===== config.mk =====
export PLATFORM = sky130hd
export DESIGN_NAME = pulse_msg_receiver
export DESIGN_NICKNAME = d
export VERILOG_FILES = /design/src/rtl/pulse_rx_pkg.sv /design/src/rtl/msg_fifo.sv /design/src/rtl/pulse_msg_receiver.sv
export SDC_FILE = /design/constraint.sdc
export NUM_CORES = 1
export LEC_CHECK = 0
export ABC_CLOCK_PERIOD_IN_PS = 2950
export CORE_MARGIN = 1.5
export CORE_UTILIZATION = 38
export CTS_BUF_LIST = sky130_fd_sc_hd__clkbuf_16
export DETAILED_ROUTE_END_ITERATION = 8
export PLACE_DENSITY = 0.65
export SLEW_MARGIN = 30
export SYNTH_ARGS = -nofsm -noshare
export SYNTH_HDL_FRONTEND = slang
export SYNTH_HIERARCHICAL = 1
export SYNTH_SLANG_ARGS = --single-unit

===== constraint.sdc =====
create_clock -name clock -period 2.95 [get_ports clock]
set_input_delay 0.59 -clock clock [delete_from_list [all_inputs] [get_ports clock]]
set_output_delay 0.59 -clock clock [all_outputs]
set_load 0.01 [all_outputs]

===== src/rtl/pulse_rx_pkg.sv =====
`default_nettype none
`timescale 1ns/1ps
// ============================================================================
// Package  : pulse_rx_pkg
// Brief    : Shared types, default parameters and width helper for the
//            pulse-width-coded message receiver.
// Revision : 1.0
// ============================================================================
package pulse_rx_pkg;

    localparam int c_DEF_MSG_BITS    = 24;
    localparam int c_DEF_BIT_THRESH  = 26;
    localparam int c_DEF_MAX_HIGH    = 60;
    localparam int c_DEF_GAP_TIMEOUT = 63;
    localparam int c_DEF_FIFO_DEPTH  = 2;

    typedef enum logic [1:0] {
        IDLE = 2'd0,
        HIGH = 2'd1,
        LOW  = 2'd2
    } rx_state_t;

    // Bits needed for a counter that must hold values 0..max_val.
    function automatic int cnt_width(input int max_val);
        return (max_val < 2) ? 1 : $clog2(max_val + 1);
    endfunction

endpackage : pulse_rx_pkg
`default_nettype wire


===== src/rtl/msg_fifo.sv =====
`default_nettype none
`timescale 1ns/1ps
// ============================================================================
// Module   : msg_fifo
// Brief    : Synchronous FIFO; a pop frees the slot for a same-cycle push.
// Revision : 1.0
// ============================================================================
module msg_fifo #(
    parameter int WIDTH = 24,
    parameter int DEPTH = 2
) (
    input  logic                     clock,
    input  logic                     reset,
    input  logic                     push,
    input  logic [WIDTH-1:0]         push_data,
    output logic                     full,
    input  logic                     pop,
    output logic [WIDTH-1:0]         head_data,
    output logic                     empty,
    output logic [$clog2(DEPTH):0]   count
);

    localparam int c_AW    = $clog2(DEPTH);
    localparam int c_CNT_W = c_AW + 1;

    logic [WIDTH-1:0] r_mem [DEPTH];
    logic [c_AW:0]    r_wr_ptr;
    logic [c_AW:0]    r_rd_ptr;
    logic             w_do_pop;
    logic             w_do_push;

    assign count     = r_wr_ptr - r_rd_ptr;
    assign empty     = (r_wr_ptr == r_rd_ptr);
    assign full      = (count == c_CNT_W'(DEPTH));
    assign head_data = r_mem[r_rd_ptr[c_AW-1:0]];
    assign w_do_pop  = pop & ~empty;
    assign w_do_push = push & (~full | w_do_pop);

    always_ff @(posedge clock or posedge reset) begin
        if (reset) begin
            r_wr_ptr <= '0;
            r_rd_ptr <= '0;
            for (int i = 0; i < DEPTH; i++) begin
                r_mem[i] <= '0;
            end
        end else begin
            if (w_do_push) begin
                r_mem[r_wr_ptr[c_AW-1:0]] <= push_data;
                r_wr_ptr                  <= r_wr_ptr + c_CNT_W'(1);
            end
            if (w_do_pop) begin
                r_rd_ptr <= r_rd_ptr + c_CNT_W'(1);
            end
        end
    end

endmodule : msg_fifo
`default_nettype wire


===== src/rtl/pulse_msg_receiver.sv =====
`default_nettype none
`timescale 1ns/1ps
// ============================================================================
// Module   : pulse_msg_receiver
// Brief    : Decodes long/short high pulses into fixed-length messages and
//            buffers them behind a valid/ready interface.
// Revision : 1.0
// ============================================================================
module pulse_msg_receiver
    import pulse_rx_pkg::*;
#(
    parameter int MSG_BITS    = c_DEF_MSG_BITS,
    parameter int BIT_THRESH  = c_DEF_BIT_THRESH,
    parameter int MAX_HIGH    = c_DEF_MAX_HIGH,
    parameter int GAP_TIMEOUT = c_DEF_GAP_TIMEOUT,
    parameter int FIFO_DEPTH  = c_DEF_FIFO_DEPTH
) (
    input  logic                          clock,
    input  logic                          reset,
    input  logic                          line_in,
    output logic [MSG_BITS-1:0]           msg_data,
    output logic                          msg_valid,
    input  logic                          msg_ready,
    output logic [$clog2(FIFO_DEPTH):0]   fifo_count,
    output logic                          overflow,
    output logic                          frame_err
);

    localparam int c_HI_W  = cnt_width(MAX_HIGH + 1);
    localparam int c_LO_W  = cnt_width(GAP_TIMEOUT);
    localparam int c_BIT_W = cnt_width(MSG_BITS);

    localparam logic [c_HI_W-1:0]  c_HI_SAT   = c_HI_W'(MAX_HIGH + 1);
    localparam logic [c_HI_W-1:0]  c_HI_MAX   = c_HI_W'(MAX_HIGH);
    localparam logic [c_HI_W-1:0]  c_HI_THR   = c_HI_W'(BIT_THRESH);
    localparam logic [c_LO_W-1:0]  c_LO_LAST  = c_LO_W'(GAP_TIMEOUT - 1);
    localparam logic [c_BIT_W-1:0] c_BIT_LAST = c_BIT_W'(MSG_BITS - 1);

    logic                 r_sync1;
    logic                 r_line_s;
    logic                 r_line_prev;
    rx_state_t            r_state;
    rx_state_t            w_state_n;
    logic [c_HI_W-1:0]    r_hi_cnt;
    logic [c_HI_W-1:0]    w_hi_n;
    logic [c_LO_W-1:0]    r_lo_cnt;
    logic [c_LO_W-1:0]    w_lo_n;
    logic [c_BIT_W-1:0]   r_bit_cnt;
    logic [c_BIT_W-1:0]   w_bit_cnt_n;
    logic [MSG_BITS-1:0]  r_shift;
    logic [MSG_BITS-1:0]  w_shift_n;
    logic [MSG_BITS-1:0]  w_shifted;
    logic                 r_frame_err;
    logic                 r_overflow;
    logic                 w_rise;
    logic                 w_bit;
    logic                 w_push;
    logic                 w_err;
    logic                 w_full;
    logic                 w_empty;
    logic                 w_pop;

    assign w_rise    = r_line_s & ~r_line_prev;
    assign w_bit     = (r_hi_cnt > c_HI_THR);
    assign w_shifted = {r_shift[MSG_BITS-2:0], w_bit};
    assign msg_valid = ~w_empty;
    assign w_pop     = msg_valid & msg_ready;
    assign frame_err = r_frame_err;
    assign overflow  = r_overflow;

    always_ff @(posedge clock or posedge reset) begin
        if (reset) begin
            r_sync1     <= 1'b0;
            r_line_s    <= 1'b0;
            r_line_prev <= 1'b0;
        end else begin
            r_sync1     <= line_in;
            r_line_s    <= r_sync1;
            r_line_prev <= r_line_s;
        end
    end

    always_comb begin
        w_state_n   = r_state;
        w_hi_n      = r_hi_cnt;
        w_lo_n      = r_lo_cnt;
        w_bit_cnt_n = r_bit_cnt;
        w_shift_n   = r_shift;
        w_push      = 1'b0;
        w_err       = 1'b0;
        case (r_state)
            IDLE: begin
                if (w_rise) begin
                    w_state_n = HIGH;
                    w_hi_n    = c_HI_W'(1);
                end
            end
            HIGH: begin
                if (r_line_s) begin
                    if (r_hi_cnt != c_HI_SAT) begin
                        w_hi_n = r_hi_cnt + c_HI_W'(1);
                    end
                end else if (r_hi_cnt > c_HI_MAX) begin
                    w_err       = 1'b1;
                    w_bit_cnt_n = '0;
                    w_state_n   = IDLE;
                end else begin
                    // First low cycle after the pulse: decide and shift the bit.
                    w_shift_n = w_shifted;
                    if (r_bit_cnt == c_BIT_LAST) begin
                        w_push      = 1'b1;
                        w_bit_cnt_n = '0;
                        w_state_n   = IDLE;
                    end else begin
                        w_bit_cnt_n = r_bit_cnt + c_BIT_W'(1);
                        w_lo_n      = c_LO_W'(1);
                        w_state_n   = LOW;
                    end
                end
            end
            LOW: begin
                if (w_rise) begin
                    w_state_n = HIGH;
                    w_hi_n    = c_HI_W'(1);
                end else begin
                    w_lo_n = r_lo_cnt + c_LO_W'(1);
                    if (r_lo_cnt == c_LO_LAST) begin
                        w_err       = 1'b1;
                        w_bit_cnt_n = '0;
                        w_state_n   = IDLE;
                    end
                end
            end
            default: begin
                w_state_n = IDLE;
            end
        endcase
    end

    always_ff @(posedge clock or posedge reset) begin
        if (reset) begin
            r_state     <= IDLE;
            r_hi_cnt    <= '0;
            r_lo_cnt    <= '0;
            r_bit_cnt   <= '0;
            r_shift     <= '0;
            r_frame_err <= 1'b0;
            r_overflow  <= 1'b0;
        end else begin
            r_state     <= w_state_n;
            r_hi_cnt    <= w_hi_n;
            r_lo_cnt    <= w_lo_n;
            r_bit_cnt   <= w_bit_cnt_n;
            r_shift     <= w_shift_n;
            r_frame_err <= w_err;
            // A same-cycle pop makes room, so only an unrelieved full FIFO drops.
            r_overflow  <= w_push & w_full & ~w_pop;
        end
    end

    msg_fifo #(
        .WIDTH (MSG_BITS),
        .DEPTH (FIFO_DEPTH)
    ) u_fifo (
        .clock     (clock),
        .reset     (reset),
        .push      (w_push),
        .push_data (w_shifted),
        .full      (w_full),
        .pop       (msg_ready),
        .head_data (msg_data),
        .empty     (w_empty),
        .count     (fifo_count)
    );

endmodule : pulse_msg_receiver
`default_nettype wire


## After elaboration in Yosys (flattened, before gate mapping)

Index checks and enable logic that the tools add are counted.

- Bits in registers: 99
- Latch bits: 0
- Memory bits (writable): 0
- ROM bits: 0
- Input bits: 4
- Output and inout bits: 29
- Word-level logic and storage cells: 103
- Memories: 0

- Add/subtract/negate cells: 6
- $mul: 0
- Divide/modulo/power cells: 0
- Magnitude comparators: 5
- Equality and inequality tests: 17
- Shift operators: 0
- Multiplexer cells: 37
- Bitwise gates (word level): 14
- Reduce and logical (&&, ||, !) cells: 10

Operator list:

| operator | number |
|---|---|
| 2-to-1 mux 24 bit | 4 |
| bitwise mux 48 bit | 1 |
| 2-to-1 mux 6 bit | 7 |
| 2-to-1 mux 5 bit | 5 |
| demux 24 bit (select 1 bit) | 1 |
| case mux 6 bit (2 select lines) | 2 |
| != test 2 bit, second input constant | 8 |
| adder 6 x 1 -> 6 bit, second input constant | 2 |
| 2-to-1 mux 2 bit | 6 |
| case mux 5 bit (2 select lines) | 1 |
| 2-to-1 mux 1 bit | 8 |
| AND reduction 4 bit | 2 |
| equality test 6 bit, second input constant | 1 |
| greater-than comparator 6 x 5 -> 1 bit, second input constant | 1 |
| greater-than comparator 6 bit, second input constant | 1 |
| != test 6 bit, second input constant | 1 |
| NOT 1 bit | 6 |
| case mux 2 bit (3 select lines) | 1 |
| AND reduction 3 bit | 2 |
| adder 5 x 1 -> 5 bit, second input constant | 1 |
| bitwise AND 1 bit | 5 |
| equality test 5 bit, second input constant | 1 |
| AND reduction 5 bit | 1 |
| adder 2 x 1 -> 2 bit, second input constant | 2 |
| other kinds (15) | 19 |

## Longest topological paths before layout

Gate-level depths: netlist of run 1.

- Depth in word-level cells: 7
- Mapped depth: 10
- Mapped depth without buffers: 8

## By module

Netlist of run 1, hierarchy kept.

By module, submodules not included:

| module | times used | cells an instance | area an instance (µm²) | seq. area each (µm²) |
|---|---|---|---|---|
| msg_fifo | 1 | 154 | 2341.0 | 1301.2 |
| pulse_msg_receiver | 1 | 191 | 2309.7 | 1176.1 |

## Worst setup path before layout of run 1

OpenSTA, ideal clock, no wires.

- Path type: register to register
- From: reg r_state[1]
- To: reg u_fifo/r_mem[0] (netlist bit)
- Setup time: 0.125 ns
- Arrival time: 2.423 ns
- Data required time: 2.825 ns
- Slack: 0.402 ns
- Stages on the path, launching flop included: 11
- Path buffers: 2
- Period minus slack after synthesis: 2.548 ns
- Path through: dfrtp_1 > inv_1 > ha_1 > nor2b_2 > o21ai_2 > buf_4 > nor2_1 > inv_1 > nor3_2 > buf_6 > mux2_2

- Cells in the longest elaborated chain, start to end: 3

Ends and longest elaborated chain:

| element | line | text |
|---|---|---|
| start: declaration | pulse_msg_receiver.sv:42 | `rx_state_t r_state;` |
| start signal: assignment | pulse_msg_receiver.sv:150 | `r_state <= w_state_n;` |
| equality test 2 x 1 -> 1 bit | pulse_msg_receiver.sv:91 | `case (r_state)` |
| 2-to-1 mux 1 bit | pulse_msg_receiver.sv:91 |  |
| via w_push | pulse_msg_receiver.sv:57 | `logic w_push;` |
| bitwise AND 1 bit | msg_fifo.sv:37 | `assign w_do_push = push & (~full \| w_do_pop);` |
| end signal: indexed assignment | msg_fifo.sv:48 | `r_mem[r_wr_ptr[c_AW-1:0]] <= push_data;` |
| end: declaration | msg_fifo.sv:26 | `logic [WIDTH-1:0] r_mem [DEPTH];` |

The timed path passes the listed nets, and every way through them passes these cells.
A chain may end at the register's enable or synchronous reset.

## Final worst setup path of run 1

- From: reg u_fifo.r_wr_ptr[0]
- To: out msg_valid

- Cells in the longest elaborated chain, start to end: 2

Ends and longest elaborated chain:

| element | line | text |
|---|---|---|
| start: declaration | msg_fifo.sv:27 | `logic [c_AW:0] r_wr_ptr;` |
| start signal: assignment | msg_fifo.sv:49 | `r_wr_ptr <= r_wr_ptr + c_CNT_W'(1);` |
| equality test 2 bit | msg_fifo.sv:33 | `assign empty = (r_wr_ptr == r_rd_ptr);` |
| via w_empty | pulse_msg_receiver.sv:60 | `logic w_empty;` |
| NOT 1 bit | pulse_msg_receiver.sv:66 | `assign msg_valid = ~w_empty;` |
| end: declaration | pulse_msg_receiver.sv:22 | `output logic msg_valid,` |

The timed path passes the listed nets, and every way through them passes these cells.

==> flow_summary.json, run 1 <==
{
  "finalCritPeriodShare_pct": 89.1,
  "synth_most_common_cell": "dfrtp_1",
  "power_density_mw_per_mm2": 679,
  "htreeDepth": 3,
  "grt_max_degree": 53,
  "slew_headroom_pct": 55.1,
  "slew_viol_final": 0,
  "post-dp-hpwl_um": 5500,
  "switching_share_pct": 32.1,
  "grt_usage_pct": 14.3,
  "chipHeight_um": 114,
  "ant_nets": 0,
  "setup_viol": 0,
  "r2r_start": "r_state[1]",
  "worstPathMaxFanout": 5,
  "r2r_cells": 9,
  "reg2reg_to": "u_fifo/r_mem[27]",
  "clock_latency_ns": 0.34,
  "syn_to_final_growth_pct": 16.7,
  "finalPower_uw": 3680,
  "arrival_ns": 2.04,
  "netlist_area_mm2": 0.00465,
  "synth_top_flop_cell": "dfrtp_1",
  "pwr-share-clk_pct": 28.5,
  "drc": 0,
  "cts_tree": "done",
  "max_freq_ghz": 0.380,
  "synth_edf_count": 0,
  "cts_num_sinks": 99,
  "cp.required_ns": 2.36,
  "clock_path_buffers": 2,
  "synthArstFlopShare_pct": 100,
  "antenna_found_initial": 0,
  "synthTopCellsByCount": "99 x dfrtp_1, 97 x mux2_2, 15 x inv_1",
  "hold_violations": 0,
  "grt_first_pass_wirelength_um": 14500,
  "critPathCapture": "msg_valid",
  "coreArea_mm2": 0.0120,
  "grt_pass1_vias": 2873,
  "ys_types": 58,
  "post_cts_buffers": 0,
  "ctsResizeCount": 0,
  "dr_total_vias": 2762,
  "cap_violations": 0,
  "cts_buffers": 9,
  "yosys.area.top_type": "dfrtp_1",
  "clk_pin_slew_worst_paths_ns": 0.06,
  "syn_inst": 345,
  "p_int_uw": 2500,
  "path_class": "register to primary output",
  "rrSetupSlack_ns": 0.50,
  "vias_per_cell": 5.17,
  "wl_per_cell_um": 15.6,
  "preCtsSetupSlack_ns": 0.407,
  "seq_area_frac_synth_pct": 53.3,
  "cp-end-kind": "primary output",
  "max_slew.worst_pin.slew_ns": 0.674,
  "timing.hold.ws_ns": 0.348,
  "grt.overflow.total": 0,
  "skew_ns": 0.00747,
  "start_util_pct": 38.9,
  "gp_congestion": 0.767,
  "vdd_drop_max_v": 0.000253,
  "fin_nets": 399,
  "die-width_um": 114,
  "postCtsHoldBufs": 0,
  "row_count": 40,
  "setup_tns_ns": 0,
  "combPwrFrac_pct": 29.1,
  "port_buffers": 32,
  "p_leak_uw": 0.00254,
  "drt_iter0_drc": 83,
  "num_io_pins": 33,
  "synth_seq_cells": 99,
  "cts_root_buf": "clkbuf_16",
  "syn_area_per_cell_um2": 13.5,
  "wl_um": 8330,
  "critPathLaunchType": "register",
  "final_layout_size_suffix_gt1_share_pct": 35.9,
  "rsz0062_at_grt": "no",
  "dieArea_mm2": 0.0129,
  "ys_top_cells_by_area": "dfrtp_1 53%, mux2_2 23%, ha_1 3.0%",
  "syn_nets": 360,
  "startpoint": "u_fifo/r_wr_ptr[0]",
  "outcome": "finished clean",
  "p_sw_uw": 1180,
  "setup_ws_ns": 0.321,
  "n_antenna_cell": 0,
  "fin_crit_ns": 2.63,
  "synth.top_cell.area_share_pct": 53.3,
  "first_pass_iters": 4,
  "pwr-share-seq_pct": 42.4,
  "hold_class": "register to register",
  "synth_warnings": 6
}
routing by layer:
layer  GRT usage, %  share of wire (%)  up-vias
li1               -                  -     1335
met5              0                  0        -
met1           19.6                 49     1387
met3           3.08                2.8        9
met4           5.50                1.7        0
met2           22.2                 46       31
layout make-up:
type | instances | area (µm²)
repair buffers | 40 | 405
well taps | 147 | 184
clock inverters | 5 | 33.8
multi-input cells | 219 | 2040
inverters | 15 | 56.3
fillers | 1061 | 6540
flip-flops and latches | 99 | 2480
clock buffers | 9 | 225
power groups by stage:
stage	sequential, µW	combinational, µW	clock (µW)
final	1560	1070	1050
after floorplan	1560	803	0
after CTS	1560	1090	1080
after global placement	1580	1060	0
after global routing	1580	1180	1150
after detailed placement	1590	1080	0
metrics by stage:
step | util [%] | cell area (µm²) | cells
after floorplan | - | 4650 | 345
after global placement | 43.2 | 5170 | 520
after detailed placement | 43.2 | 5170 | 520
after CTS | 45.4 | 5430 | 534
after global routing | 45.4 | 5430 | 534
final | 45.4 | 5430 | 534
kinds of logic (layout without fill, tap and decap cells):
family,count (synthesis),in the layout,synth area share (%)
xor gates and xnor gates,4,4,0.915
adders and majority gates,11,11,2.96
AOI/OAI and AO/OA,45,45,8.10
and+or+nand+nor,58,58,7.35
DFF,99,99,53.3
buffers and inverters,27,69,3.07
muxes,101,101,24.3
placed cells by master, fill, tap and decap left out, drive strengths merged, types with 8 or more instances in the layout:
cell type      count
buf                8
clkbuf             9
clkdlybuf4s50     32
dfrtp             99
ha                11
inv               16
mux2              97
nand2              9
nand3             11
nor2               8
critical path, stage by stage, from the launching register on:
cell and delay [ns]:
dfrtp_1 0.40, inv_1 0.11, ha_1 0.35, and2_2 0.19
inv_1 0.10, clkdlybuf4s50_1 0.55
worst min-delay path by stage:
stage	from	to	slack [ns]	cells after the start
floorplan	r_sync1	r_line_s	0.33	0
detailed placement	r_sync1	r_line_s	0.33	0
global placement	r_sync1	r_line_s	0.33	0
finish	r_sync1	r_line_s	0.35	0
global route	r_sync1	r_line_s	0.38	0
CTS	r_sync1	r_line_s	0.35	0
flip-flops by register name, summed over array words and instances (netlist names):
signal / flops
frame_err: 1
u_fifo/r_rd_ptr: 2
u_fifo/r_wr_ptr: 2
r_hi_cnt: 6
r_shift: 23
r_line_s: 1
r_lo_cnt: 6
r_bit_cnt: 5
u_fifo/r_mem: 48
r_state: 2
r_sync1: 1
r_line_prev: 1
overflow: 1
Note: power is estimated with default switching activity, not from simulation.
==> inputs of run 2 (changes only) <==
--- a/config.mk
+++ b/config.mk
@@ -6,11 +6,13 @@
 export NUM_CORES = 1
 export LEC_CHECK = 0
 export ABC_CLOCK_PERIOD_IN_PS = 2950
+export CELL_PAD_IN_SITES_DETAIL_PLACEMENT = 0
+export CELL_PAD_IN_SITES_GLOBAL_PLACEMENT = 2
 export CORE_MARGIN = 1.5
 export CORE_UTILIZATION = 38
 export CTS_BUF_LIST = sky130_fd_sc_hd__clkbuf_16
 export DETAILED_ROUTE_END_ITERATION = 8
-export PLACE_DENSITY = 0.65
+export PLACE_DENSITY = 0.83
 export SLEW_MARGIN = 30
 export SYNTH_ARGS = -nofsm -noshare
 export SYNTH_HDL_FRONTEND = slang
==> run 2 against run 1 <==
  * Combinational power barely moved
  * Wire length rose by 4.2%
  * Non-clock buffer count is 1 higher
  * Die area unchanged
  * Highest routed layer unchanged
==> flow_summary.json, run 2 (synthesized netlist as in run 1, its figures left out) <==
{
  "outcome": "finished clean",
  "max_slew.worst_pin.slew_ns": 0.620,
  "cp-end-kind": "primary output",
  "vdd_drop_max_v": 0.000290,
  "top_regs": "u_fifo/r_mem (48), r_shift (23)",
  "fin_crit_ns": 2.62,
  "largest_reg_flops": 48,
  "vias_per_cell": 5.25,
  "num_io_pins": 33,
  "worstPathMaxFanout": 5,
  "cts_root_buf": "clkbuf_16",
  "wl_um": 8680,
  "syn_to_final_growth_pct": 17.8,
  "max_freq_ghz": 0.381,
  "cts_num_sinks": 99,
  "cp.required_ns": 2.36,
  "gp_congestion": 0.732,
  "power_density_mw_per_mm2": 692,
  "row_count": 40,
  "grt_pass1_vias": 2959,
  "wl_per_cell_um": 16.2,
  "clock_path_buffers": 2,
  "hold_class": "register to register",
  "chipHeight_um": 114,
  "placed_cell_area_mm2": 0.00519,
  "grt.overflow.total": 0,
  "htreeDepth": 3,
  "slew_headroom_pct": 58.5,
  "p_leak_uw": 0.00256,
  "die-width_um": 114,
  "drt_iter0_drc": 79,
  "grt_usage_pct": 14.6,
  "ant_nets": 0,
  "slew_viol_final": 0,
  "cap_violations": 0,
  "postCtsHoldBufs": 0,
  "port_buffers": 32,
  "cts_tree": "done",
  "layout_commonest_cell": "dfrtp_1",
  "clock_latency_ns": 0.34,
  "preCtsSetupSlack_ns": 0.339,
  "start_util_pct": 38.9,
  "grt_max_degree": 32,
  "coreArea_mm2": 0.0120,
  "ctsResizeCount": 0,
  "design_area_mm2": 0.00548,
  "top_register": "u_fifo/r_mem",
  "dr_total_vias": 2819,
  "post-dp-hpwl_um": 5800,
  "dieArea_mm2": 0.0129,
  "skew_ns": 0.00801,
  "grt_first_pass_wirelength_um": 15000,
  "final_cell_mix": "99 x dfrtp_1, 97 x mux2_2, 32 x clkdlybuf4s50_1, 13 x inv_1",
  "drc": 0,
  "finalCritPeriodShare_pct": 89.0,
  "clk_pin_slew_worst_paths_ns": 0.07,
  "final_layout_size_suffix_gt1_share_pct": 36.7,
  "arrival_ns": 2.03,
  "n_antenna_cell": 0,
  "critPathLaunchType": "register",
  "rsz0062_at_grt": "no",
  "hold_violations": 0,
  "path_class": "register to primary output",
  "post_cts_buffers": 0,
  "fin_nets": 400,
  "antenna_found_initial": 0,
  "cts_buffers": 9,
  "setup_ws_ns": 0.326,
  "first_pass_iters": 4,
  "setup_viol": 0,
  "setup_tns_ns": 0
}
==> run 2: cell count changes in the layout (fill, tap and decap cells not counted), sizes merged <==
cell,before,now
clkinv,3,1
buf,8,9
inv,16,19
clkinvlp,1,2
==> run 2: final timing paths <==
kind	start	end	slack (ns)	cells past startpoint
max in group asynchronous	reset	u_fifo/r_mem[20]	1.70	3
setup reg to reg	r_state[1]	u_fifo/r_mem[43]	0.36	9
hold reg to reg	r_sync1	r_line_s	0.35	0
hold / removal	r_sync1	r_line_s	0.35	0
min in group asynchronous	reset	frame_err	0.65	2
setup / recovery	u_fifo/r_wr_ptr[0]	msg_valid	0.33	5
==> run 2: cell type report <==
type,instances,area (µm²)
sequential,99,2480
timing repair buffer,41,425
fill,1081,6480
clock buffer,9,225
inverter,15,56.3
multi-input combinational,219,2040
clock inverter,7,68.8
tap,147,184
==> run 2: critical path, stage by stage (launching register included) <==
cell and delay [ns]:
dfrtp_1 0.43, inv_1 0.11, ha_1 0.35, and2_2 0.19, inv_1 0.08, clkdlybuf4s50_1 0.53
==> run 2: per-layer routing <==
metal | share of wire [%] | wire length, µm | vias up | track usage [%]
met5 | 0 | 0 | - | 0
met4 | 1.5 | 126 | 0 | 4.33
met3 | 2.4 | 207 | 7 | 2.76
met2 | 48 | 4180 | 36 | 23.5
met1 | 48 | 4170 | 1447 | 20.1
li1 | - | - | 1329 | -
==> run 2: power breakdown <==
group | switching [µW] | total [µW] | internal (µW)
Clock | 549 | 1140 | 595
Combinational | 586 | 1080 | 497
Sequential | 117 | 1560 | 1450
==> run 2: metrics by stage <==
stage               utilization [%]  power (µW)  hold WS (ns)  cells
floorplan                         -        2360         0.331    345
global placement               43.4        2660         0.336    521
detailed placement             43.4        2690         0.339    521
CTS                            45.8        3840         0.355    537
global route                   45.8        4020         0.370    537
finish                         45.8        3790         0.351    537
==> inputs of run 3 (changes only) <==
--- a/config.mk
+++ b/config.mk
@@ -8,7 +8,6 @@
 export ABC_CLOCK_PERIOD_IN_PS = 2950
 export CELL_PAD_IN_SITES_DETAIL_PLACEMENT = 0
 export CELL_PAD_IN_SITES_GLOBAL_PLACEMENT = 2
-export CORE_MARGIN = 1.5
 export CORE_UTILIZATION = 38
 export CTS_BUF_LIST = sky130_fd_sc_hd__clkbuf_16
 export DETAILED_ROUTE_END_ITERATION = 8
==> run 3 against run 2 <==
  * Fmax about the same
  * Critical path depth unchanged
  * Flip-flop and latch count unchanged
  * Largest power group unchanged
  * Clock skew up 0.0043 ns
  * Clock-buffer cell count unchanged
  * Clock power about the same
  * Largest cell class unchanged
  * Die area down 1.8%
  * Combinational power about the same
  * Register-to-register slack better by 0.12 ns
  * Critical path type unchanged
  * Total power up 0.48%
  * Global-route usage up 0.28 points
==> flow_summary.json, run 3 (synthesized netlist as in run 1, its figures left out) <==
{
  "crit_chain": "inv_1, ha_1, and2_2, inv_1, clkdlybuf4s50_1",
  "pwr-share-clk_pct": 30.2,
  "wl_um": 8760,
  "final_cell_mix": "99 x dfrtp_1, 97 x mux2_2, 32 x clkdlybuf4s50_1, 13 x inv_1",
  "clock_latency_ns": 0.35,
  "hold_class": "register to register",
  "dr_wl_met3_um": 201,
  "setup_viol": 0,
  "max_freq_ghz": 0.381,
  "postCtsHoldBufs": 0,
  "critPathMaxStageDelay_ns": 0.54,
  "skew_ns": 0.0123,
  "critPathLaunchType": "register",
  "wl_per_cell_um": 16.3,
  "switching_share_pct": 33.2,
  "num_io_pins": 33,
  "grt_first_pass_wirelength_um": 14800,
  "clk_pin_slew_worst_paths_ns": 0.07,
  "p_leak_uw": 0.00256,
  "coreArea_mm2": 0.0120,
  "combPwrFrac_pct": 28.7,
  "setup_tns_ns": 0,
  "layout_commonest_cell": "dfrtp_1",
  "cap_violations": 0,
  "grt_usage_pct": 14.9,
  "final_layout_size_suffix_gt1_share_pct": 36.8,
  "dieArea_mm2": 0.0127,
  "drc": 0,
  "finalCritPeriodShare_pct": 88.9,
  "die-width_um": 113,
  "syn_to_final_growth_pct": 17.5,
  "htreeDepth": 3,
  "slew_headroom_pct": 53.0,
  "timing.critical_path.mode_cell": "inv_1",
  "cts_tree": "done",
  "finalPower_uw": 3810,
  "antenna_found_initial": 0,
  "cp.required_ns": 2.36,
  "grt_pass1_vias": 2896,
  "fin_nets": 401,
  "path_class": "register to primary output",
  "slew_viol_final": 0,
  "wl_met1_um": 4110,
  "largest_reg_flops": 48,
  "gp_congestion": 0.753,
  "worstPathMaxFanout": 5,
  "vias_per_cell": 5.30,
  "dp.cells": 522,
  "p_sw_uw": 1260,
  "grt.overflow.total": 0,
  "port_buffers": 32,
  "outcome": "finished clean",
  "highest_layer": "met4",
  "top_regs": "u_fifo/r_mem (48), r_shift (23)",
  "row_count": 40,
  "arrival_ns": 2.03,
  "critPathSlowestCell": "clkdlybuf4s50_1",
  "top_register": "u_fifo/r_mem",
  "n_antenna_cell": 0,
  "grt_max_degree": 53,
  "rsz0062_at_grt": "no",
  "wl_met2_um": 4360,
  "cts_root_buf": "clkbuf_16",
  "cp-end-kind": "primary output",
  "post-dp-hpwl_um": 5800,
  "p_int_uw": 2550,
  "ant_nets": 0,
  "first_pass_iters": 4,
  "post_cts_buffers": 0,
  "power_density_mw_per_mm2": 697,
  "fin_crit_ns": 2.62,
  "drt_iter0_drc": 96,
  "cts_num_sinks": 99,
  "max_slew.worst_pin.slew_ns": 0.705,
  "fin_cells": 538,
  "ctsResizeCount": 0,
  "pwr-share-seq_pct": 41.1,
  "chipHeight_um": 113,
  "dr_total_vias": 2850,
  "start_util_pct": 38.9,
  "hold_violations": 0,
  "clock_path_buffers": 2,
  "cts_buffers": 9,
  "vdd_drop_max_v": 0.000287
}
==> run 3: per-stage QoR <==
step	utilization [%]	instance area, µm²	hold slack (ns)	setup slack (ns)
global route	45.7	5460	0.371	0.251
finish	45.7	5460	0.352	0.327
CTS	45.7	5460	0.351	0.312
detailed placement	43.2	5170	0.336	0.420
floorplan	-	4650	0.331	0.402
global placement	43.2	5170	0.335	0.430
==> run 3: layout make-up <==
| cell class | instances | area [µm²] |
|---|---|---|
| Sequential cell | 99 | 2480 |
| Inverter | 15 | 56.3 |
| Multi-Input combinational cell | 219 | 2040 |
| Tap cell | 147 | 184 |
| Fill cell | 1090 | 6500 |
| Clock inverter | 7 | 68.8 |
| Clock buffer | 9 | 225 |
| Timing Repair Buffer | 42 | 408 |
==> run 3: routing by layer <==
metal	vias up	GRT usage, %
li1	1341	-
met1	1475	20.0
met2	26	24.0
met3	8	2.97
met4	0	5.07
met5	-	0
==> run 3: final timing paths <==
kind	slack [ns]	endpoint	cells past startpoint	start
setup reg to reg	0.48	u_fifo/r_mem[46]	9	r_state[1]
min in group asynchronous	0.66	r_line_prev	2	reset
setup / recovery	0.33	msg_valid	5	u_fifo/r_wr_ptr[0]
max in group asynchronous	1.65	u_fifo/r_mem[20]	3	reset
hold / removal	0.35	r_line_s	0	r_sync1
hold reg to reg	0.35	r_line_s	0	r_sync1
==> run 3: power by group through the flow <==
| stage | Sequential (µW) | Combinational [µW] | Clock [µW] |
|---|---|---|---|
| 2_1_floorplan | 1560 | 803 | 0 |
| 3_3_place_gp | 1590 | 1090 | 0 |
| 3_5_place_dp | 1590 | 1100 | 0 |
| 4_1_cts | 1570 | 1110 | 1180 |
| 5_1_grt | 1580 | 1200 | 1240 |
| 6_report | 1570 | 1090 | 1150 |
==> run 3: critical path, delay by kind of cell, from the launching register on <==
kind | cells | cell delay (ns)
buffers and inverters | 3 | 0.73
flip-flops | 1 | 0.40
adder cells (fa/ha/maj) | 1 | 0.35
AND/OR/NAND/NOR | 1 | 0.20
